===== src/rtl/otter_fetch_queue.sv =====
// Instruction prefetch queue for the pipelined OTTER CPU: issues sequential IMEM reads, buffers
// {pc, ir} pairs for decode, and on REDIRECT flushes and drops wrong-path responses.
module otter_fetch_queue #(
    parameter int unsigned DEPTH           = 4,
    parameter int unsigned MAX_OUTSTANDING = 2,
    parameter logic [31:0] RESET_PC        = 32'h0000_0000
) (
    input  logic                       CLK,
    input  logic                       RESET,
    input  logic                       REDIRECT,
    input  logic [31:0]                REDIRECT_PC,
    output logic                       IMEM_REQ,
    output logic [31:0]                IMEM_ADDR,
    input  logic                       IMEM_RDY,
    input  logic                       IMEM_VALID,
    input  logic [31:0]                IMEM_DATA,
    output logic                       FQ_VALID,
    output logic [31:0]                FQ_PC,
    output logic [31:0]                FQ_IR,
    input  logic                       FQ_READY,
    output logic [$clog2(DEPTH+1)-1:0] FQ_COUNT
);

    localparam int unsigned AW = $clog2(DEPTH);
    localparam int unsigned CW = $clog2(DEPTH + 1);
    localparam int unsigned PW = $clog2(MAX_OUTSTANDING + 1);
    localparam int unsigned TW = (MAX_OUTSTANDING > 1) ? $clog2(MAX_OUTSTANDING) : 1;

    logic [31:0]   fetch_pc_q, fetch_pc_d;
    logic [AW-1:0] rd_ptr_q, rd_ptr_d, wr_ptr_q, wr_ptr_d;
    logic [CW-1:0] count_q, count_d;
    logic [TW-1:0] tag_rd_q, tag_rd_d, tag_wr_q, tag_wr_d;
    logic [PW-1:0] p_q, p_d, d_q, d_d;

    logic [31:0] pc_mem  [DEPTH];
    logic [31:0] ir_mem  [DEPTH];
    logic [31:0] tag_mem [MAX_OUTSTANDING];

    logic accept, resp, push, pop;

    always_comb begin
        // Reserve a queue slot per outstanding request so a response always has room.
        IMEM_REQ  = RESET & ~REDIRECT & (p_q < PW'(MAX_OUTSTANDING))
                    & ((32'(count_q) + 32'(p_q)) < DEPTH);
        IMEM_ADDR = fetch_pc_q;
        FQ_VALID  = (count_q != '0);
        FQ_PC     = FQ_VALID ? pc_mem[rd_ptr_q] : '0;
        FQ_IR     = FQ_VALID ? ir_mem[rd_ptr_q] : '0;
        FQ_COUNT  = count_q;

        accept = IMEM_REQ & IMEM_RDY;
        resp   = IMEM_VALID & (p_q != '0);
        push   = resp & ~REDIRECT & (d_q == '0);
        pop    = FQ_VALID & FQ_READY;

        fetch_pc_d = fetch_pc_q;
        rd_ptr_d   = rd_ptr_q;
        wr_ptr_d   = wr_ptr_q;
        count_d    = count_q;
        tag_rd_d   = tag_rd_q;
        tag_wr_d   = tag_wr_q;
        d_d        = d_q;
        p_d        = p_q + PW'(accept) - PW'(resp);

        if (accept) begin
            fetch_pc_d = fetch_pc_q + 32'd4;
            tag_wr_d   = (tag_wr_q == TW'(MAX_OUTSTANDING - 1)) ? '0 : tag_wr_q + 1'b1;
        end
        if (resp) begin
            tag_rd_d = (tag_rd_q == TW'(MAX_OUTSTANDING - 1)) ? '0 : tag_rd_q + 1'b1;
        end

        if (REDIRECT) begin
            fetch_pc_d = {REDIRECT_PC[31:2], 2'b00};
            rd_ptr_d   = '0;
            wr_ptr_d   = '0;
            count_d    = '0;
            // Everything still in flight after this cycle belongs to the wrong path.
            d_d        = p_q - PW'(resp);
        end else begin
            if (resp && (d_q != '0)) begin
                d_d = d_q - 1'b1;
            end
            if (push) begin
                wr_ptr_d = wr_ptr_q + 1'b1;
            end
            if (pop) begin
                rd_ptr_d = rd_ptr_q + 1'b1;
            end
            count_d = count_q + CW'(push) - CW'(pop);
        end
    end

    always_ff @(posedge CLK or negedge RESET) begin
        if (!RESET) begin
            fetch_pc_q <= RESET_PC;
            rd_ptr_q   <= '0;
            wr_ptr_q   <= '0;
            count_q    <= '0;
            tag_rd_q   <= '0;
            tag_wr_q   <= '0;
            p_q        <= '0;
            d_q        <= '0;
        end else begin
            fetch_pc_q <= fetch_pc_d;
            rd_ptr_q   <= rd_ptr_d;
            wr_ptr_q   <= wr_ptr_d;
            count_q    <= count_d;
            tag_rd_q   <= tag_rd_d;
            tag_wr_q   <= tag_wr_d;
            p_q        <= p_d;
            d_q        <= d_d;
        end
    end

    // Storage arrays need no reset: the head is masked while the queue is empty.
    always_ff @(posedge CLK) begin
        if (accept) begin
            tag_mem[tag_wr_q] <= fetch_pc_q;
        end
        if (push) begin
            pc_mem[wr_ptr_q] <= tag_mem[tag_rd_q];
            ir_mem[wr_ptr_q] <= IMEM_DATA;
        end
    end

    a_no_orphan_resp: assert property (@(posedge CLK) disable iff (!RESET)
        IMEM_VALID |-> (p_q != '0));
    a_redirect_aligned: assert property (@(posedge CLK) disable iff (!RESET)
        REDIRECT |-> (REDIRECT_PC[1:0] == 2'b00));
    a_no_overflow: assert property (@(posedge CLK) disable iff (!RESET)
        push |-> ((32'(count_q) < DEPTH) || pop));

endmodule

===== config.mk =====
export PLATFORM = sky130hd
export DESIGN_NAME = otter_fetch_queue
export DESIGN_NICKNAME = d
export VERILOG_FILES = /design/src/rtl/otter_fetch_queue.sv
export SDC_FILE = /design/constraint.sdc
export NUM_CORES = 1
export LEC_CHECK = 0
export CAP_MARGIN = 20
export CORE_ASPECT_RATIO = 0.7
export CORE_UTILIZATION = 55
export CTS_BUF_LIST = sky130_fd_sc_hd__clkbuf_4
export CTS_CLUSTER_SIZE = 12
export DETAILED_ROUTE_END_ITERATION = 16
export PLACE_DENSITY = 0.79
export SLEW_MARGIN = 25
export SYNTH_ARGS = -nofsm -noshare
export SYNTH_HDL_FRONTEND = slang
export SYNTH_SLANG_ARGS = --single-unit

===== constraint.sdc =====
create_clock -name CLK -period 8.65 [get_ports CLK]
set_clock_uncertainty 0.15 [all_clocks]
set_input_delay 1.73 -clock CLK [delete_from_list [all_inputs] [get_ports CLK]]
set_output_delay 1.73 -clock CLK [all_outputs]
set_load 0.05 [all_outputs]

==> results.yml <==
hold_path:
  hold_path.class: "reg -> reg"
  min_path_cells: 1
synth:
  syn_area_per_cell_um2: 18.2
  synth-main-ff-cell: "edfxtp_1"
  ys_ff_latch: 351
  async_reset_ff_frac: 0.123
  ys_warn_count: 0
  synth_edf_count: 308
  synthCells: 783
  syn_area_um2: 14200
  yosysSeqAreaShare: 0.726
  yosysUniqueCellTypes: 52
cts:
  clk_latency_ps: 700
  post_cts_resize_count: 0
  cts_setup_buffers: 0
  cts_root_buf: "clkbuf_4"
  h-tree-depth: 3
  path_clk_slew_ps: 60
  cts_sinks: 351
  cts_buffers: 83
  tritoncts: "built"
  ctsHoldBuffers: 0
  cts_buffer_depth: 3
routing:
  vias: 8026
  vias_per_cell: 5.80
  drtIter0Drc: 536
  detail_route.first_pass.iterations: 5
  route.detailed.drc: 0
  post_drt_wl_per_cell_um: 20.8
  antenna_left: 0
  wirelength_mm: 28.8
worst_setup_path:
  cp_data_arrival_time_ps: 3870
  cp_data_required_time_ps: 6770
  start_kind: "primary input"
  reg2reg_slack_ps: 5020
  rr_endpoint: "tag_mem[0][13]"
  rr_worst_depth: 6
  cp-endpoint: "IMEM_REQ"
  crit_type: "in -> out"
  cp_max_fo: 49
  cp-end-kind: "primary output"
  r2r_start: "FQ_COUNT[1]"
  startpoint: "REDIRECT"
floorplan:
  ios: 171
  rows: 48
  dieHeight_um: 137
  core_area_um2: 25000
  initial_utilization: 0.568
  fp.dieW_um: 194
  die-area_um2: 26500
layout:
  nFillCells: 1704
  drive_gt1_frac: 0.229
  nNetsFinal: 1083
  diodes: 0
  area_growth_pct: 20.5
  layout.cells.non_filler: 1383
power:
  powerDensity_nw_per_um2: 303
  net-switching-power_mw: 1.86
  ir_worst_vdd_v: 0.000265
  p_leak_nw: 5.78
  power_frac_clock: 0.240
  sw_frac_of_total: 0.359
  pwr-share-comb: 0.351
  internal-power_mw: 3.33
  sequentialPowerShare: 0.409
timing:
  worst_pin_slew_ps: 1030
  rsz0062_at_grt: "false"
  timing.slew.headroom: 0.314
  fmax_mhz: 174
  finalHoldViolations: 0
  slew_violations: 0
  finalCriticalPeriod_ps: 5750
  period_share: 0.664
  finalSetupTns_ps: 0
  setup_violations: 0
placed_design:
  port_buffers: 164
  gp_congestion: 0.852
  dp_cells: 1240
  hpwlAfterDp_mm: 16.8
run_status:
  status: "completed"
global_route:
  antenna_found_initial: 0
  grt_pass1_wl_mm: 44.8
  track_usage: 0.225
  grt_overflow: 0
  grt_max_degree: 66
  grt_pass1_vias: 8166
job:
  drv_cap: 0
-- placed cells by master (no fill, tap or decap), types with 7 or more instances in the layout --
master and n:
and2_1 67, xnor2_1 8, clkdlybuf4s50_1 163, mux4_2 62, nor3_1 7, clkbuf_4 119
buf_4 8, nand4_1 8, nor4_1 10, nand2_1 27, or3_1 7, o21ai_0 11
mux2i_1 7, nand3_1 18, inv_1 17, or4_1 9, clkinv_1 17, o211ai_1 8
edfxtp_1 308, a221o_1 11, mux2_2 32, nor2_1 11, ha_1 12, dfrtp_1 41
-- Yosys cell counts, drive strengths merged, types with 4 or more instances --
cell type	n	area, um^2
edfxtp	308	9250
and2	71	444
mux4	62	1400
dfrtp	43	1080
mux2	34	383
nand2	27	101
clkbuf	22	82.6
buf	21	120
nand3	19	100
inv	18	70.1
ha	12	150
nor2	12	45.0
a221o	11	110
nor4	11	75.1
o21ai	11	55.1
or4	9	67.6
nand4	8	50.1
o211ai	8	60.1
or3	8	50.1
xnor2	8	70.1
mux2i	7	70.1
nor3	7	35.0
a22oi	5	37.5
and3	5	31.3
a21o	4	30.0
-- critical path: stages --
cell and delay [ps]:
clkdlybuf4s50_1 400, buf_4 300, nor4_2 420, and3_1 210, clkdlybuf4s50_1 800
-- routing by layer --
layer | routed length [um] | global-route usage | share of wire | vias to the layer above
li1 | - | - | - | 3594
met1 | 13200 | 0.329 | 0.46 | 4069
met2 | 13300 | 0.336 | 0.46 | 320
met3 | 1830 | 0.0525 | 0.064 | 43
met4 | 436 | 0.0772 | 0.015 | 0
met5 | 0 | 0 | 0 | -
-- area by class of cell --
class	instances	area (um^2)	area share
Clock buffer	119	893	0.0521
Clock inverter	24	96.3	0.00562
Inverter	18	70.1	0.00409
Multi-Input combinational cell	374	3660	0.213
Sequential cell	351	10300	0.602
Tap cell	325	407	0.0237
Timing Repair Buffer	172	1700	0.0989
-- cells by family (layout without fill, tap and decap cells) --
| family | Yosys count | after routing | synth area share |
|---|---|---|---|
| compound gates | 56 | 56 | 0.0303 |
| xor+xnor | 11 | 11 | 0.00677 |
| fa+ha+maj | 13 | 13 | 0.0120 |
| buf+inv | 61 | 333 | 0.0192 |
| flops | 351 | 351 | 0.726 |
| mux | 103 | 103 | 0.130 |
| other cells | 1 | 4 | 0.000264 |
| simple gates | 187 | 187 | 0.0759 |
-- sequential cells by signal, summed over array words and instances, names as in the netlist --
name	flops
d_q	2
tag_mem	60
ir_mem	128
p_q	2
FQ_COUNT	3
pc_mem	120
tag_wr_q	1
IMEM_ADDR	30
rd_ptr_q	2
tag_rd_q	1
wr_ptr_q	2
-- through the flow --
step / setup WS [ps] / power [mW] / hold slack [ps] / instance area (um^2) / utilization
3_5_place_dp: 2920 / 4.00 / 316 / 16200 / 0.645
6_report: 2900 / 5.20 / 324 / 17200 / 0.685
5_1_grt: 2760 / 5.43 / 365 / 17200 / 0.685
2_1_floorplan: 4060 / 3.40 / 310 / 14200 / -
4_1_cts: 2900 / 5.26 / 328 / 17200 / 0.685
3_3_place_gp: 2940 / 3.98 / 311 / 16200 / 0.645
-- worst min-delay path by stage --
stage / start / end / slack [ps]
after floorplan: tag_wr_q / tag_wr_q / 310
after global placement: tag_rd_q / tag_rd_q / 310
after detailed placement: tag_rd_q / tag_rd_q / 320
after CTS: tag_rd_q / tag_rd_q / 330
after global routing: tag_rd_q / tag_rd_q / 360
final: tag_rd_q / tag_rd_q / 320
-- power groups by stage --
stage	Combinational, mW	Sequential (mW)	Clock (mW)
after floorplan	1.24	2.16	0
after global placement	1.82	2.16	0
after detailed placement	1.84	2.16	0
after CTS	1.84	2.13	1.29
after global routing	1.92	2.14	1.36
final	1.82	2.12	1.25
No activity file was read; power rests on OpenSTA's default activity.
